**src/rtl/float_addsub_pipe.sv**
```systemverilog
// ============================================================================
// Module   : float_addsub_pipe
// Purpose  : Pipelined floating-point adder/subtractor with a valid/ready
//            handshake. It has an input register and three processing
//            stages: unpack/align, add/normalise, and round/pack.
//            Define FLOAT_ADDSUB_FLAGS_EN to add the Flags output.
// Revision : 1.0  initial release
// ============================================================================
`default_nettype none

module float_addsub_pipe #(
    parameter int EXP_W = 8,
    parameter int MAN_W = 23,
    parameter int TAG_W = 4
) (
    input  logic                   Clock,
    input  logic                   Reset,
    input  logic [EXP_W+MAN_W:0]   Op1,
    input  logic [EXP_W+MAN_W:0]   Op2,
    input  logic                   Sub,
    input  logic [TAG_W-1:0]       InTag,
    input  logic                   InputValid,
    output logic                   InputReady,
    output logic [EXP_W+MAN_W:0]   Result,
    output logic [TAG_W-1:0]       ResultTag,
    output logic                   ResultValid,
`ifdef FLOAT_ADDSUB_FLAGS_EN
    output logic [3:0]             Flags,
`endif
    input  logic                   ResultReady
);

    localparam int C_W   = 1 + EXP_W + MAN_W;
    localparam int C_SW  = MAN_W + 4;                 // hidden + frac + G/R/S
    localparam int C_LZW = $clog2(C_SW + 1);
    localparam int C_EW  = EXP_W + C_LZW + 1;         // signed working exponent

    localparam logic [EXP_W-1:0] C_EXP_ONES  = {EXP_W{1'b1}};
    localparam logic [EXP_W-1:0] C_SHIFT_LIM = EXP_W'(MAN_W + 3);
    localparam logic [C_EW-1:0]  C_EXP_MAX   = {{(C_EW-EXP_W){1'b0}}, C_EXP_ONES};
    localparam logic [C_W-1:0]   C_QNAN      = {1'b0, C_EXP_ONES, 1'b1, {(MAN_W-1){1'b0}}};

    function automatic logic [C_LZW-1:0] lzc(input logic [C_SW-1:0] v);
        logic [C_LZW-1:0] n;
        logic             found;
        n     = C_LZW'(C_SW);
        found = 1'b0;
        for (int i = C_SW - 1; i >= 0; i--) begin
            if (!found && v[i]) begin
                n     = C_LZW'(C_SW - 1 - i);
                found = 1'b1;
            end
        end
        return n;
    endfunction

    logic w_stall;
    assign w_stall    = ResultValid && !ResultReady;
    assign InputReady = !w_stall;

    // Input register
    logic                r_v0, r_sub0;
    logic [C_W-1:0]      r_op1, r_op2;
    logic [TAG_W-1:0]    r_tag0;

    // Stage 1: unpack / classify / swap / align
    logic                w_x_sign, w_y_sign;
    logic [EXP_W-1:0]    w_x_exp, w_y_exp;
    logic [MAN_W-1:0]    w_x_frac, w_y_frac;
    logic                w_x_zero, w_y_zero, w_x_inf, w_y_inf, w_x_nan, w_y_nan;
    logic [C_W-2:0]      w_x_mag, w_y_mag;
    logic                w_swap, w_big_sign, w_small_sign, w_small_zero;
    logic [EXP_W-1:0]    w_big_exp, w_small_exp, w_diff;
    logic [MAN_W-1:0]    w_big_frac, w_small_frac;
    logic [C_SW-1:0]     w_sig_big, w_sig_small, w_shifted, w_aligned;
    logic                w_lost, w_spec;
    logic [C_W-1:0]      w_spec_res;

    assign w_x_sign = r_op1[C_W-1];
    assign w_x_exp  = r_op1[C_W-2:MAN_W];
    assign w_x_frac = r_op1[MAN_W-1:0];
    assign w_y_sign = r_op2[C_W-1] ^ r_sub0;
    assign w_y_exp  = r_op2[C_W-2:MAN_W];
    assign w_y_frac = r_op2[MAN_W-1:0];

    assign w_x_zero = (w_x_exp == '0);
    assign w_y_zero = (w_y_exp == '0);
    assign w_x_inf  = (w_x_exp == C_EXP_ONES) && (w_x_frac == '0);
    assign w_y_inf  = (w_y_exp == C_EXP_ONES) && (w_y_frac == '0);
    assign w_x_nan  = (w_x_exp == C_EXP_ONES) && (w_x_frac != '0);
    assign w_y_nan  = (w_y_exp == C_EXP_ONES) && (w_y_frac != '0);
    assign w_x_mag  = w_x_zero ? '0 : r_op1[C_W-2:0];
    assign w_y_mag  = w_y_zero ? '0 : r_op2[C_W-2:0];
    assign w_swap   = (w_y_mag > w_x_mag);

    always_comb begin
        w_big_sign   = w_swap ? w_y_sign : w_x_sign;
        w_small_sign = w_swap ? w_x_sign : w_y_sign;
        w_big_exp    = w_swap ? w_y_exp  : w_x_exp;
        w_small_exp  = w_swap ? w_x_exp  : w_y_exp;
        w_big_frac   = w_swap ? w_y_frac : w_x_frac;
        w_small_frac = w_swap ? w_x_frac : w_y_frac;
        w_small_zero = w_swap ? w_x_zero : w_y_zero;
        w_diff       = w_big_exp - w_small_exp;
        w_sig_big    = {1'b1, w_big_frac, 3'b000};
        w_sig_small  = w_small_zero ? '0 : {1'b1, w_small_frac, 3'b000};
        w_shifted    = w_sig_small >> w_diff;
        w_lost       = |(w_sig_small & ~({C_SW{1'b1}} << w_diff));
        if (w_diff >= C_SHIFT_LIM) begin
            w_aligned = {{(C_SW-1){1'b0}}, |w_sig_small};
        end else begin
            w_aligned = {w_shifted[C_SW-1:1], w_shifted[0] | w_lost};
        end

        // Results that bypass the arithmetic path are settled here.
        w_spec     = 1'b1;
        w_spec_res = '0;
        if (w_x_nan || w_y_nan || (w_x_inf && w_y_inf && (w_x_sign != w_y_sign))) begin
            w_spec_res = C_QNAN;
        end else if (w_x_inf) begin
            w_spec_res = {w_x_sign, C_EXP_ONES, {MAN_W{1'b0}}};
        end else if (w_y_inf) begin
            w_spec_res = {w_y_sign, C_EXP_ONES, {MAN_W{1'b0}}};
        end else if (w_x_zero && w_y_zero) begin
            w_spec_res = {w_x_sign & w_y_sign, {(C_W-1){1'b0}}};
        end else begin
            w_spec = 1'b0;
        end
    end

    logic                r_v1, r_spec1, r_sign1, r_esub1;
    logic [C_W-1:0]      r_spec_res1;
    logic [EXP_W-1:0]    r_exp1;
    logic [C_SW-1:0]     r_siga1, r_sigb1;
    logic [TAG_W-1:0]    r_tag1;

    // Stage 2: add / normalise
    logic [C_SW:0]       w_sum;
    logic [C_LZW-1:0]    w_lz;
    logic [C_SW-1:0]     w_norm;
    logic [C_EW-1:0]     w_exp2;
    logic                w_zero2;

    always_comb begin
        w_sum   = r_esub1 ? ({1'b0, r_siga1} - {1'b0, r_sigb1})
                          : ({1'b0, r_siga1} + {1'b0, r_sigb1});
        w_lz    = lzc(w_sum[C_SW-1:0]);
        w_zero2 = (w_sum == '0);
        if (w_sum[C_SW]) begin
            w_norm = {w_sum[C_SW:2], w_sum[1] | w_sum[0]};
            w_exp2 = {{(C_EW-EXP_W){1'b0}}, r_exp1} + C_EW'(1);
        end else begin
            w_norm = w_sum[C_SW-1:0] << w_lz;
            w_exp2 = {{(C_EW-EXP_W){1'b0}}, r_exp1} - C_EW'(w_lz);
        end
    end

    logic                r_v2, r_spec2, r_sign2, r_zero2;
    logic [C_W-1:0]      r_spec_res2;
    logic [C_EW-1:0]     r_exp2;
    logic [C_SW-1:0]     r_sig2;
    logic [TAG_W-1:0]    r_tag2;

    // Stage 3: round to nearest even / pack
    logic [MAN_W:0]      w_mant;
    logic [2:0]          w_grs;
    logic                w_rnd_up, w_ovf, w_unf;
    logic [MAN_W+1:0]    w_mant_r;
    logic [C_EW-1:0]     w_exp_r;
    logic [MAN_W-1:0]    w_frac_r;
    logic [C_W-1:0]      w_res;

    always_comb begin
        w_mant   = r_sig2[C_SW-1:3];
        w_grs    = r_sig2[2:0];
        w_rnd_up = w_grs[2] & (w_grs[1] | w_grs[0] | w_mant[0]);
        w_mant_r = {1'b0, w_mant} + {{(MAN_W+1){1'b0}}, w_rnd_up};
        w_exp_r  = r_exp2 + {{(C_EW-1){1'b0}}, w_mant_r[MAN_W+1]};
        w_frac_r = w_mant_r[MAN_W+1] ? w_mant_r[MAN_W:1] : w_mant_r[MAN_W-1:0];
        w_ovf    = !w_exp_r[C_EW-1] && (w_exp_r >= C_EXP_MAX);
        w_unf    = w_exp_r[C_EW-1] || (w_exp_r == '0);
        w_res    = {r_sign2, w_exp_r[EXP_W-1:0], w_frac_r};
        if (r_spec2) begin
            w_res = r_spec_res2;
        end else if (r_zero2) begin
            w_res = '0;
        end else if (w_ovf) begin
            w_res = {r_sign2, C_EXP_ONES, {MAN_W{1'b0}}};
        end else if (w_unf) begin
            w_res = {r_sign2, {(C_W-1){1'b0}}};
        end
    end

    // Datapath registers carry no reset; only valid bits and outputs do.
    always_ff @(posedge Clock) begin
        if (!w_stall) begin
            r_op1       <= Op1;
            r_op2       <= Op2;
            r_sub0      <= Sub;
            r_tag0      <= InTag;
            r_spec1     <= w_spec;
            r_spec_res1 <= w_spec_res;
            r_sign1     <= w_big_sign;
            r_esub1     <= w_big_sign ^ w_small_sign;
            r_exp1      <= w_big_exp;
            r_siga1     <= w_sig_big;
            r_sigb1     <= w_aligned;
            r_tag1      <= r_tag0;
            r_spec2     <= r_spec1;
            r_spec_res2 <= r_spec_res1;
            r_sign2     <= r_sign1;
            r_zero2     <= w_zero2;
            r_exp2      <= w_exp2;
            r_sig2      <= w_norm;
            r_tag2      <= r_tag1;
        end
    end

    always_ff @(posedge Clock) begin
        if (Reset) begin
            r_v0        <= 1'b0;
            r_v1        <= 1'b0;
            r_v2        <= 1'b0;
            ResultValid <= 1'b0;
            Result      <= '0;
            ResultTag   <= '0;
        end else if (!w_stall) begin
            r_v0        <= InputValid;
            r_v1        <= r_v0;
            r_v2        <= r_v1;
            ResultValid <= r_v2;
            Result      <= w_res;
            ResultTag   <= r_tag2;
        end
    end

`ifdef FLOAT_ADDSUB_FLAGS_EN
    logic [3:0] w_flags;

    // A special result is a NaN only when the operation was invalid.
    always_comb begin
        w_flags = '0;
        if (r_spec2) begin
            w_flags[3] = (&r_spec_res2[C_W-2:MAN_W]) && (|r_spec_res2[MAN_W-1:0]);
        end else if (!r_zero2) begin
            w_flags[2] = w_ovf;
            w_flags[1] = !w_ovf && w_unf;
            w_flags[0] = (|w_grs) || w_ovf;
        end
    end

    always_ff @(posedge Clock) begin
        if (Reset) begin
            Flags <= '0;
        end else if (!w_stall) begin
            Flags <= w_flags;
        end
    end
`endif

endmodule

`default_nettype wire

```
**config.mk**
```make
export PLATFORM = sky130hd
export DESIGN_NAME = float_addsub_pipe
export DESIGN_NICKNAME = d
export VERILOG_FILES = /design/src/rtl/float_addsub_pipe.sv
export SDC_FILE = /design/constraint.sdc
export NUM_CORES = 1
export LEC_CHECK = 0
export ABC_CLOCK_PERIOD_IN_PS = 7300
export BUFFER_PORTS_ARGS = -buffer_cell sky130_fd_sc_hd__buf_2
export CAP_MARGIN = 40
export CELL_PAD_IN_SITES_DETAIL_PLACEMENT = 1
export CELL_PAD_IN_SITES_GLOBAL_PLACEMENT = 1
export CORE_UTILIZATION = 49
export CTS_BUF_LIST = sky130_fd_sc_hd__clkbuf_8
export CTS_CLUSTER_SIZE = 16
export DETAILED_ROUTE_END_ITERATION = 7
export PLACE_DENSITY = 0.85
export SETUP_SLACK_MARGIN = 0.1
export SLEW_MARGIN = 20
export SYNTH_ARGS = -nofsm -noshare
export SYNTH_HDL_FRONTEND = slang
export SYNTH_SLANG_ARGS = --single-unit
```
**constraint.sdc**
```tcl
create_clock -name Clock -period 7.3 [get_ports Clock]
set_clock_uncertainty 0.2 [all_clocks]
set_input_delay 0.365 -clock Clock [delete_from_list [all_inputs] [get_ports Clock]]
set_output_delay 0.365 -clock Clock [all_outputs]
set_load 0.01 [all_outputs]
```
==> reports/metrics.csv <==
metric,value,unit
status,"complete, no violations",
worst_pin_slew,0.840,ns
placedCellCount,2587,
clock_latency,0.61,ns
setup_tns,0,ns
report.power.total,5.77,mW
cts.reportedPaths.clkPinSlew,0.07,ns
dpl_cell_area,18600,um2
maxSlewHeadroom,43.8,%
yosysWarnings,0,
avgSynthCellArea,8.38,um2
cp-startpoint,r_sig2[2],
drcViolationCount,0,
most-common-layout-cells,"287 x nand2_1, 199 x nor2_1, 184 x edfxtp_1",
async_flop_share,0,%
reg2reg_from,r_sig2[2],
layoutNonFillerInstCount,2731,
die_w,191,um
fin_util,56.6,%
core,35500,um2
stdcell_area,20100,um2
drive_gt1_share,11.5,%
portBuffers,110,
grt_pass1_vias,18475,
dp_hpwl,47.5,mm
nNetsFinal,2404,
synth_nets,2265,
rsz0062_at_grt,yes,
routed-wl-met2,32.8,mm
path_common_cell,and3_1,
top_layer_used,met5,
fillerInstances,4200,
report.final.slew_viol_count,0,
cts.path.max_buffers,3,
die_h,191,um
grt_max_degree,94,
io_pins,111,
cp.required,7.54,ns
cts_sinks,224,
netlist_area,17600,um2
row_count,69,
grt_pass1_wl,104,mm
diodes,0,
synth-seq-cells,224,
gp_congestion,0.981,
synthToLayoutAreaGrowth,14.2,%
antenna_found_initial,1,
hp-start,Reset,
cts_tree,yes,
seq_area_frac_synth,36.0,%
overflow,0,
num_vias,17978,
layout_commonest_cell,nand2_1,
wl_met3,4.27,mm
cts_root_buf,clkbuf_8,
ys_types,98,
dr.pass1.iters,6,
postCtsSetupBuffers,0,
critPathMaxFanout,8,
wl_per_cell,24.6,um
cp_slowest_cell,or4_1,
critPathCaptureType,register,
fmax,149,MHz
period_share,92.2,%
drtIter0Drc,1581,
setup_viol_count_final,0,
numCtsBuffers,40,
critPathMaxStageDelay,0.58,ns
cts_max_level,2,
p_per_area,287,nW/um2
cap_violations,0,
worst-endpoint-arrival,6.97,ns
power.leakage,8.13,nW
hold_path.class,input pin to register,
synth_edf_count,184,
cp-start-kind,register,
synthCells,2100,
peakVddDrop,0.187,mV
initial_utilization,49.6,%
min_period,6.73,ns
multi_input_area,10500,um2
ant_nets,0,
wl_met1,26.1,mm
track_usage,36.4,%
register_area,6330,um2
via_per_inst,6.58,
wl,67.2,mm
path_class,register to register,
ys.flop_type,edfxtp_1,
dieArea,36700,um2
hold_viol_final,0,
[kinds of logic after synthesis]
logic type | Yosys count | synth area share [%]
adders and majority gates | 92 | 6.63
buffers and inverters | 205 | 4.87
xor gates and xnor gates | 70 | 3.49
AOI/OAI and AO/OA | 613 | 22.9
DFF | 224 | 36.0
and+or+nand+nor | 841 | 22.9
muxes | 55 | 3.24
[state kept, by name, summed over array words and instances, names as in the netlist, 8 cells and up]
| register | flops |
|---|---|
| r_sigb1 | 27 |
| Result | 32 |
| r_exp1 | 8 |
| r_op2 | 32 |
| r_sig2 | 27 |
| r_siga1 | 23 |
| r_op1 | 32 |
| r_exp2 | 10 |
[synth_stat cells (27+ instances only)]
| cell type | count | area share (%) |
|---|---|---|
| a211oi_1 | 42 | 1.8 |
| a21oi_1 | 167 | 4.8 |
| a31oi_1 | 29 | 1.0 |
| and2_1 | 35 | 1.2 |
| and3_1 | 27 | 0.96 |
| buf_2 | 34 | 0.97 |
| clkbuf_1 | 78 | 1.7 |
| dfxtp_1 | 40 | 4.6 |
| edfxtp_1 | 184 | 31 |
| ha_1 | 90 | 6.4 |
| inv_1 | 76 | 1.6 |
| mux2i_1 | 49 | 2.8 |
| nand2_1 | 289 | 6.2 |
| nand3_1 | 67 | 1.9 |
| nand4_1 | 32 | 1.1 |
| nor2_1 | 200 | 4.3 |
| nor3_1 | 74 | 2.1 |
| o21ai_0 | 124 | 3.5 |
| xnor2_1 | 46 | 2.3 |
[through the flow]
step / setup WS (ns) / hold slack [ns]
finish: 0.568 / 0.136
floorplan: 0.565 / 0.200
detailed placement: 0.573 / 0.206
CTS: 0.425 / 0.125
global placement: 0.869 / 0.200
global route: 0.100 / 0.155
[power by group]
part           switching (mW)  internal, mW  total, mW
clock network           0.593         0.659       1.25
logic                    1.72         0.917       2.64
registers               0.220          1.66       1.88
total                    2.54          3.24       5.77
[critical path, delay by kind of cell (launching register included)]
family / cells / cell delay (ns)
adder cells (fa/ha/maj): 3 / 0.72
AO/OA/AOI/OAI: 6 / 1.12
buffers and inverters: 1 / 0.23
AND/OR/NAND/NOR: 19 / 3.92
flip-flops: 1 / 0.39
[repair_timing]
item	in CTS	in global routing
gates resized for setup	0	4
setup endpoints to repair	0	42
hold buffers	70	0
hold endpoints to repair	70	0
[area by class of cell]
class | count | share of cell area [%]
clock buffers | 47 | 3.22
clock inverters | 26 | 0.828
inverters | 80 | 1.53
multi-input cells | 1671 | 52.1
flip-flops and latches | 224 | 31.5
well taps | 461 | 2.87
repair buffers | 222 | 8.01
[path summary, 6_finish.rpt]
check | endpoint | slack, ns | cells past startpoint
max reg2reg | Result[8] | 0.57 | 29
min | Result[7] | 0.14 | 2
min reg2reg | r_spec_res2[31] | 0.22 | 0
max | Result[8] | 0.57 | 29
[per-layer routing]
layer | up-vias | track usage, %
met2 | 852 | 62.5
met3 | 251 | 5.60
li1 | 8077 | -
met4 | 2 | 21.4
met5 | - | 0
met1 | 8796 | 42.9
Note: power is estimated with default switching activity, not from simulation.
